`src/rtl/draw_pkg.sv`:
```
// ============================================================================
// Module      : draw_pkg
// Description : Shared screen geometry, colours, plot request type and the
//               coordinate-to-framebuffer-address helper.
// Revision    : 1.0
// ============================================================================
`default_nettype none

package draw_pkg;

    localparam int SCREEN_W = 320;
    localparam int SCREEN_H = 240;
    localparam int COLOUR_W = 3;
    localparam int ADDR_W   = 17;
    localparam int X_W      = 9;
    localparam int Y_W      = 8;

    localparam logic [COLOUR_W-1:0] COL_BLACK = 3'b000;
    localparam logic [COLOUR_W-1:0] COL_WHITE = 3'b111;

    typedef struct packed {
        logic [X_W-1:0]      x;
        logic [Y_W-1:0]      y;
        logic [COLOUR_W-1:0] colour;
    } plot_req_t;

    function automatic logic [ADDR_W-1:0] coord_to_addr(
        input logic [X_W-1:0] x,
        input logic [Y_W-1:0] y
    );
        return ADDR_W'(y) * ADDR_W'(SCREEN_W) + ADDR_W'(x);
    endfunction

endpackage

`default_nettype wire

```
`src/rtl/plot_fifo.sv`:
```
// ============================================================================
// Module      : plot_fifo
// Description : Synchronous FIFO with full/empty flags, asynchronous
//               active-low reset. Head entry is visible combinationally.
// Revision    : 1.0
// ============================================================================
`default_nettype none

module plot_fifo #(
    parameter int DEPTH  = 4,
    parameter int DATA_W = 20
) (
    input  logic              clk,
    input  logic              rst_n,
    input  logic              i_push,
    input  logic [DATA_W-1:0] i_push_data,
    input  logic              i_pop,
    output logic [DATA_W-1:0] o_pop_data,
    output logic              o_full,
    output logic              o_empty
);

    localparam int PTR_W = $clog2(DEPTH);

    logic [DATA_W-1:0] r_mem [DEPTH];
    logic [PTR_W-1:0]  r_wptr;
    logic [PTR_W-1:0]  r_rptr;
    logic [PTR_W:0]    r_count;

    logic w_do_push;
    logic w_do_pop;

    assign o_full     = (r_count == (PTR_W+1)'(DEPTH));
    assign o_empty    = (r_count == '0);
    assign w_do_push  = i_push && !o_full;
    assign w_do_pop   = i_pop && !o_empty;
    assign o_pop_data = r_mem[r_rptr];

    always_ff @(posedge clk) begin
        if (w_do_push) begin
            r_mem[r_wptr] <= i_push_data;
        end
    end

    always_ff @(posedge clk or negedge rst_n) begin
        if (!rst_n) begin
            r_wptr  <= '0;
            r_rptr  <= '0;
            r_count <= '0;
        end else begin
            if (w_do_push) begin
                r_wptr <= r_wptr + PTR_W'(1);
            end
            if (w_do_pop) begin
                r_rptr <= r_rptr + PTR_W'(1);
            end
            case ({w_do_push, w_do_pop})
                2'b10:   r_count <= r_count + (PTR_W+1)'(1);
                2'b01:   r_count <= r_count - (PTR_W+1)'(1);
                default: r_count <= r_count;
            endcase
        end
    end

endmodule

`default_nettype wire

```
`src/rtl/pixel_plot_sink.sv`:
```
// ============================================================================
// Module      : pixel_plot_sink
// Description : Buffers plot requests, clips off-screen pixels and writes the
//               rest into the framebuffer; scanout reads always win the port.
// Revision    : 1.0
// ============================================================================
`default_nettype none

module pixel_plot_sink
    import draw_pkg::*;
#(
    parameter int FIFO_DEPTH = 4
) (
    input  logic                clock_all,
    input  logic                reset_all,
    input  logic [X_W-1:0]      plot_x,
    input  logic [Y_W-1:0]      plot_y,
    input  logic [COLOUR_W-1:0] plot_colour,
    input  logic                plot,
    output logic                plot_ready,
    input  logic                scan_req,
    input  logic [ADDR_W-1:0]   scan_addr,
    output logic                scan_valid,
    output logic [COLOUR_W-1:0] scan_data,
    output logic [ADDR_W-1:0]   fb_addr,
    output logic [COLOUR_W-1:0] fb_wdata,
    output logic                fb_we,
    input  logic [COLOUR_W-1:0] fb_rdata,
    output logic                idle,
    output logic [7:0]          clip_count
);

    plot_req_t w_push_req;
    plot_req_t w_head;
    logic      w_full;
    logic      w_empty;
    logic      w_push;
    logic      w_pop;
    logic      w_clip;

    logic [ADDR_W-1:0]   r_fb_addr;
    logic [COLOUR_W-1:0] r_fb_wdata;
    logic                r_fb_we;
    logic                r_scan_valid;
    logic [7:0]          r_clip_count;

    assign w_push_req = '{x: plot_x, y: plot_y, colour: plot_colour};
    assign w_push     = plot && !w_full;
    assign w_pop      = !scan_req && !w_empty;
    assign w_clip     = (ADDR_W'(w_head.x) >= ADDR_W'(SCREEN_W)) ||
                        (ADDR_W'(w_head.y) >= ADDR_W'(SCREEN_H));

    plot_fifo #(
        .DEPTH  (FIFO_DEPTH),
        .DATA_W ($bits(plot_req_t))
    ) u_plot_fifo (
        .clk         (clock_all),
        .rst_n       (reset_all),
        .i_push      (w_push),
        .i_push_data (w_push_req),
        .i_pop       (w_pop),
        .o_pop_data  (w_head),
        .o_full      (w_full),
        .o_empty     (w_empty)
    );

    // A pending write stalled by scanout is held, not lost, until the port frees up.
    always_ff @(posedge clock_all or negedge reset_all) begin
        if (!reset_all) begin
            r_fb_addr    <= '0;
            r_fb_wdata   <= '0;
            r_fb_we      <= 1'b0;
            r_scan_valid <= 1'b0;
            r_clip_count <= '0;
        end else begin
            r_scan_valid <= scan_req;
            if (!scan_req) begin
                if (w_pop && !w_clip) begin
                    r_fb_we    <= 1'b1;
                    r_fb_addr  <= coord_to_addr(w_head.x, w_head.y);
                    r_fb_wdata <= w_head.colour;
                end else begin
                    r_fb_we <= 1'b0;
                end
                if (w_pop && w_clip && (r_clip_count != 8'hFF)) begin
                    r_clip_count <= r_clip_count + 8'd1;
                end
            end
        end
    end

    assign plot_ready = !w_full;
    assign fb_addr    = scan_req ? scan_addr : r_fb_addr;
    assign fb_we      = r_fb_we && !scan_req;
    assign fb_wdata   = r_fb_wdata;
    assign scan_valid = r_scan_valid;
    assign scan_data  = r_scan_valid ? fb_rdata : '0;
    assign idle       = w_empty && !r_fb_we;
    assign clip_count = r_clip_count;

endmodule

`default_nettype wire

```
`config.mk`:
```
export PLATFORM = sky130hd
export DESIGN_NAME = pixel_plot_sink
export DESIGN_NICKNAME = d
export VERILOG_FILES = /design/src/rtl/draw_pkg.sv /design/src/rtl/plot_fifo.sv /design/src/rtl/pixel_plot_sink.sv
export SDC_FILE = /design/constraint.sdc
export NUM_CORES = 1
export LEC_CHECK = 0
export ABC_CLOCK_PERIOD_IN_PS = 3600
export CELL_PAD_IN_SITES_DETAIL_PLACEMENT = 0
export CELL_PAD_IN_SITES_GLOBAL_PLACEMENT = 2
export CORE_ASPECT_RATIO = 1.4
export CORE_UTILIZATION = 39
export DETAILED_ROUTE_END_ITERATION = 10
export PLACE_DENSITY_LB_ADDON = 0.1
export SLEW_MARGIN = 20
export SYNTH_ARGS = -nofsm -noshare
export SYNTH_HDL_FRONTEND = slang
export SYNTH_HIERARCHICAL = 1
export SYNTH_SLANG_ARGS = --single-unit
```
`constraint.sdc`:
```
create_clock -name clock_all -period 3.6 [get_ports clock_all]
set_input_delay 0.36 -clock clock_all [delete_from_list [all_inputs] [get_ports clock_all]]
set_output_delay 0.36 -clock clock_all [all_outputs]
set_load 0.01 [all_outputs]
```
==> impl_metrics.csv, run 1 <==
group,metric,value,unit
drt,drt_first_pass_iters,4,
hold_path,hold_class,"in -> async",
clock_network,clkSinkCount,117,
synth,ys_ff_latch,117,
die,dieArea,0.01425,mm^2
clock_network,cts_setup_buffers,0,
clock_network,ctsResizeCount,0,
synth,yosys.area.top_type,"edfxtp_1",
pwr,p_leak,2.658,nW
drt,via_per_inst,4.880,
drt,ant_nets,0,
placed_design,dp_hpwl,7.482,mm
drt,drt-wirelength-per-cell,16.59,um
placed_design,place_ws,0.2977,ns
clock_network,cts_tree,"done",
die,coreArea,0.01339,mm^2
timing,clock-skew-final,0.008380,ns
worst_setup_path,crit_type,"reg -> reg",
pwr,worst_ir_drop_vdd,400.5,uV
global_route,grt.total_usage,0.1645,
synth,synth_nets,420,
clock_network,path_clk_slew,0.06,ns
outcome,outcome,"completed",
synth,synth_common_cells,"80 x edfxtp_1, 48 x nand2_1, 37 x dfrtp_1",
clock_network,clockRootBuffer,"clkbuf_16",
synth,ys_async_sr_fraction,0.3162,
synth,synth_top_cell_area_share,0.4472,
drt,drt-initial-drc-count,65,
synth,avgSynthCellArea,15.26,um^2
timing,setup_viol,0,
die,fp.dieH,140.9,um
synth,synth_flop_cell,"edfxtp_1",
finish,area_growth_syn_to_layout,29.70,%
timing,hold_viol,0,
timing,fmax,0.3035,GHz
drt,drc,0,
worst_setup_path,path_max_fanout,6,
die,num_rows,50,
synth,ys_warn_count,6,
timing,fin_ws,0.3049,ns
global_route,grt_max_degree,38,
synth,syn_area,0.005371,mm^2
timing,finalMaxSlewViolations,0,
clock_network,insertion_delay,0.40,ns
placed_design,placed_area,0.006389,mm^2
worst_setup_path,critPathRequiredTime,3.85,ns
placed_design,gp_congestion,0.7326,
global_route,grt_pass1_wl,17.11,mm
drt,via_count,3143,
timing,final.period_utilization,0.9153,
synth,synth_cells,352,
worst_setup_path,startpoint_type,"register",
drt,wirelength,10.68,mm
clock_network,cts.path.max_buffers,2,
timing,period_needed,3.295,ns
global_route,antenna_found_initial,0,
pwr,p_per_area,1020,mW/mm^2
timing,rsz0062_at_grt,"false",
global_route,grt-ovfl-total,0,
die,die_width,101.2,um
timing,relSlewSlack,0.4150,
finish,nNetsFinal,517,
synth,yosys.cell_count.top_type,"edfxtp_1",
finish,multiInputGateArea,0.001941,mm^2
worst_setup_path,worstPathArrival,3.55,ns
clock_network,h-tree-depth,4,
die,num_io_pins,79,
timing,worstMarginPinSlew,0.8775,ns
placed_design,portBuffers,78,
die,start_util,0.4012,
synth,yosysSeqAreaShare,0.6196,
finish,fillers,1221,
clock_network,numCtsBuffers,17,
clock_network,cts_hold_buf,0,
global_route,grt_pass1_vias,3294,
worst_setup_path,end_kind,"register",
finish,fin_area,0.006967,mm^2
flow_run,cap_violations,0,
finish,seq_area,0.003328,mm^2
timing,setup-tns-final,0,ns
synth,synth.area.top_cells,"edfxtp_1 45%, dfrtp_1 17%, mux4_2 8.0%",
synth,synth_edf_count,80,
synth,synth.distinct_cells,50,
finish,layout-drive-gt1-share,0.2078,
finish,diodes,0,
-- state kept, by name, indices dropped and copies added (netlist names) --
| signal | count |
|---|---|
| u_plot_fifo/r_rptr | 2 |
| r_fb_addr | 17 |
| r_fb_we | 1 |
| u_plot_fifo/r_wptr | 2 |
| u_plot_fifo/r_mem | 80 |
| fb_wdata | 3 |
| u_plot_fifo/r_count | 3 |
| clip_count | 8 |
| scan_valid | 1 |
-- power by group --
group	leakage, nW	switching (W)	internal (W)
combinational	1.21	0.00183	0.00158
clock	0.271	0.000638	0.000984
sequential	1.18	0.000211	0.00186
total	2.66	0.00268	0.00442
-- critical path: stages, from the launching register on --
cell,delay [ns]
dfrtp_1,0.51
mux4_2,0.59
ha_1,0.32
ha_1,0.24
fa_1,0.42
a211o_1,0.34
and3_4,0.21
nor4_4,0.31
a21o_1,0.16
a31oi_1,0.07
-- path summary, 6_finish.rpt --
| path | from | endpoint | slack, ns | cells past startpoint |
|---|---|---|---|---|
| max | u_plot_fifo/r_rptr[0]$_DFFE_PN0P_ | r_fb_addr[14]$_DFFE_PN0P_ | 0.30 | 9 |
| min | reset_all | r_fb_addr[16]$_DFFE_PN0P_ | 0.08 | 1 |
| max reg2reg | u_plot_fifo/r_rptr[0]$_DFFE_PN0P_ | r_fb_addr[14]$_DFFE_PN0P_ | 0.30 | 9 |
| min reg2reg | r_fb_addr[5]$_DFFE_PN0P_ | r_fb_addr[5]$_DFFE_PN0P_ | 0.47 | 2 |
| max in group asynchronous | reset_all | fb_wdata[2]$_DFFE_PN0P_ | 2.97 | 1 |
| min in group clock_all | r_fb_addr[5]$_DFFE_PN0P_ | r_fb_addr[5]$_DFFE_PN0P_ | 0.47 | 2 |
-- through the flow --
step                        util  total power [W]  hold WS, ns  std cells
after detailed placement  0.4772         0.005557       0.4646        612
after CTS                 0.5204         0.007226       0.1004        644
final                     0.5204         0.007108      0.07693        644
after global placement    0.4772         0.005529       0.4611        612
after global routing      0.5204         0.007646       0.1587        644
after floorplan                -         0.004567      0.06441        352
-- cells by family (layout without fill, tap and decap cells) --
kind of cell	after synthesis	in the layout	share of synthesized area
AND/OR/NAND/NOR	100	100	0.09760
flip-flops	117	117	0.6196
XOR/XNOR	21	21	0.03424
buffers and inverters	22	132	0.01910
adder cells (fa/ha/maj)	24	24	0.06010
multiplexers	40	40	0.1270
AO/OA/AOI/OAI	28	28	0.04239
-- layout make-up --
class / count / share of cell area
clock buffer: 18 / 0.06304
clock inverter: 14 / 0.01994
inverter: 13 / 0.007004
multi-input combinational: 213 / 0.2786
sequential: 117 / 0.4777
tap: 182 / 0.03269
timing repair buffer: 87 / 0.1210
-- cell usage in the layout (no fill, tap or decap), types with 5 or more instances in the layout --
master,netlist,routed
xor2_1,13,13
inv_1,12,12
nand4_1,5,5
and2_1,5,5
clkbuf_16,0,17
nor2_1,10,10
nor3_1,6,6
edfxtp_1,80,80
o21ai_1,5,5
dfrtp_1,37,37
nand3_1,5,5
mux2_2,18,18
nor2b_1,6,6
mux4_2,19,19
ha_1,21,21
nand2_1,48,48
buf_4,0,9
clkdlybuf4s50_1,0,77
inv_6,0,7
a21oi_1,5,5
xnor2_1,8,8
-- layer usage --
layer,track usage,part of all wire
met1,0.1934,0.42
met2,0.2861,0.52
met3,0.03917,0.047
met4,0.06636,0.012
met5,0,0
Power figures use the tool's default switching activity.
==> inputs of run 2 (changes only) <==
--- a/config.mk
+++ b/config.mk
@@ -12,6 +12,7 @@
 export CORE_UTILIZATION = 39
 export DETAILED_ROUTE_END_ITERATION = 10
 export PLACE_DENSITY_LB_ADDON = 0.1
+export SETUP_SLACK_MARGIN = 0.2
 export SLEW_MARGIN = 20
 export SYNTH_ARGS = -nofsm -noshare
 export SYNTH_HDL_FRONTEND = slang
==> run 2 against run 1 <==
Sequential cell count unchanged; sequential power about the same; first-iteration DRC count increased by 25%; die area unchanged; clock skew about the same; combinational power about the same; non-clock buffer count unchanged; via count decreased by 0.22%; clock-buffer cell count unchanged; wire length about the same; power about the same; worst setup slack improved by 0.075 ns.
==> impl_metrics.csv, run 2 (synthesized netlist as in run 1, its figures left out) <==
group,metric,value,unit
timing,relSlewSlack,0.4171,
drt,drc,0,
worst_setup_path,critPathRequiredTime,3.85,ns
drt,drt-met1-wl,4.525,mm
placed_design,placed_area,0.006389,mm^2
clock_network,clkSinkCount,117,
clock_network,path_clk_slew,0.06,ns
timing,finalMaxSlewViolations,0,
timing,setup-tns-final,0,ns
drt,ant_nets,0,
finish,area_growth_syn_to_layout,29.79,%
drt,dr_wl_met3,478,um
timing,setup_viol,0,
timing,final.period_utilization,0.8944,
worst_setup_path,max_stage_delay,0.57,ns
worst_setup_path,r2r_start,"u_plot_fifo/r_rptr[0]$_DFFE_PN0P_",
timing,hold_viol,0,
die,num_io_pins,79,
die,die_width,101.2,um
worst_setup_path,startpoint_type,"register",
global_route,grt_pass1_wl,17.11,mm
drt,wirelength,10.68,mm
worst_setup_path,worstPathArrival,3.47,ns
worst_setup_path,cp_cell_sequence,"mux4_2, ha_1, ha_1, fa_1, a211o_1, and3_4, nor4_4, a21o_1, a31oi_1",
worst_setup_path,end_kind,"register",
drt,top_layer_used,"met4",
global_route,grt_pass1_vias,3294,
finish,fin_area,0.006972,mm^2
clock_network,insertion_delay,0.40,ns
placed_design,portBuffers,78,
worst_setup_path,slowest_stage,"mux4_2",
global_route,antenna_found_initial,0,
worst_setup_path,ff2ff_setup_slack,0.38,ns
worst_setup_path,path_max_fanout,6,
pwr,p_per_area,1020,mW/mm^2
die,coreArea,0.01339,mm^2
clock_network,cts_setup_buffers,0,
drt,via_count,3136,
die,start_util,0.4012,
hold_path,hold_class,"in -> async",
outcome,outcome,"completed",
pwr,p_leak,2.658,nW
finish,final_cell_mix,"80 x edfxtp_1, 77 x clkdlybuf4s50_1, 48 x nand2_1",
worst_setup_path,crit_type,"reg -> reg",
placed_design,gp_congestion,0.7326,
flow_run,cap_violations,0,
finish,diodes,0,
placed_design,dp_hpwl,7.482,mm
die,num_rows,50,
finish,layout-drive-gt1-share,0.2100,
drt,via_per_inst,4.870,
placed_design,dp_cells,612,
drt,drt_first_pass_iters,4,
timing,holdWs,0.07467,ns
global_route,grt.total_usage,0.1645,
timing,period_needed,3.220,ns
finish,largest_reg_flops,80,
die,dieArea,0.01425,mm^2
pwr,worst_ir_drop_vdd,400.8,uV
finish,instances_no_fill,644,
worst_setup_path,crit_top_cell,"ha_1",
die,fp.dieH,140.9,um
drt,drt-wirelength-per-cell,16.58,um
clock_network,cts.path.max_buffers,2,
timing,worstMarginPinSlew,0.8744,ns
finish,top_register,"u_plot_fifo/r_mem",
clock_network,numCtsBuffers,17,
timing,clock-skew-final,0.008783,ns
drt,wl_met2,5.571,mm
clock_network,h-tree-depth,4,
clock_network,clockRootBuffer,"clkbuf_16",
global_route,grt-ovfl-total,0,
finish,layout_commonest_cell,"edfxtp_1",
pwr,power,0.007114,W
timing,fmax,0.3106,GHz
drt,drt-initial-drc-count,81,
global_route,grt_max_degree,38,
worst_setup_path,cp-startpoint,"u_plot_fifo/r_rptr[0]$_DFFE_PN0P_",
clock_network,cts_tree,"done",
finish,nNetsFinal,517,
timing,rsz0062_at_grt,"false",
-- run 2: changes by cell type in the layout (fill, tap and decap cells not counted) --
cell / before / now
buf_4: 9 / 8
dfrtp_2: 0 / 1
dfrtp_1: 37 / 36
buf_6: 0 / 1
-- run 2: power by group --
part	total, W	internal (W)	switching (W)
clock network	0.00163	0.000984	0.000641
logic	0.00342	0.00159	0.00183
registers	0.00207	0.00186	0.000212
total	0.00711	0.00443	0.00269
-- run 2: stage by stage --
stage          utilization  worst slack (ns)
6_report            0.5207            0.3803
5_1_grt             0.5207            0.2448
4_1_cts             0.5204            0.2720
3_5_place_dp        0.4772            0.2977
3_3_place_gp        0.4772            0.3073
2_1_floorplan            -            0.3760
-- run 2: worst max-delay path, delay by kind of cell (launching register included) --
kind / cells / cell delay [ns]
compound gates: 3 / 0.57
fa+ha+maj: 3 / 0.98
flops: 1 / 0.46
mux: 1 / 0.57
simple gates: 2 / 0.52
-- run 2: cell type report --
cell class / instances / area [um^2]
Fill cell: 1218 / 6416
Timing Repair Buffer: 87 / 847.1
Clock buffer: 18 / 439.2
Sequential cell: 117 / 3329
Inverter: 13 / 48.80
Clock inverter: 14 / 138.9
Tap cell: 182 / 227.7
Multi-Input combinational cell: 213 / 1941
-- run 2: per-layer routing --
metal / vias up / track usage
met1: 1546 / 0.1934
met3: 7 / 0.03917
met5: - / 0
met4: 0 / 0.06636
met2: 79 / 0.2861
li1: 1504 / -
-- run 2: worst paths after layout --
kind / end / depth (start not counted)
min reg2reg: r_fb_addr[5]$_DFFE_PN0P_ / 2
max: r_fb_addr[14]$_DFFE_PN0P_ / 9
max in group asynchronous: u_plot_fifo/r_rptr[0]$_DFFE_PN0P_ / 1
min in group clock_all: r_fb_addr[5]$_DFFE_PN0P_ / 2
max reg2reg: r_fb_addr[14]$_DFFE_PN0P_ / 9
min: r_fb_addr[16]$_DFFE_PN0P_ / 1
-- run 2: repair_timing --
action,in CTS,in global routing
gates resized for setup,0,2
endpoints found under the setup margin,0,3
hold buffers,0,0
==> inputs of run 3 (changes only) <==
--- a/config.mk
+++ b/config.mk
@@ -13,6 +13,7 @@
 export DETAILED_ROUTE_END_ITERATION = 10
 export PLACE_DENSITY_LB_ADDON = 0.1
 export SETUP_SLACK_MARGIN = 0.2
+export SKIP_LAST_GASP = 1
 export SLEW_MARGIN = 20
 export SYNTH_ARGS = -nofsm -noshare
 export SYNTH_HDL_FRONTEND = slang
==> results of run 3 <==
No change in the layout: final DEF, timing and power equal those of run 2.
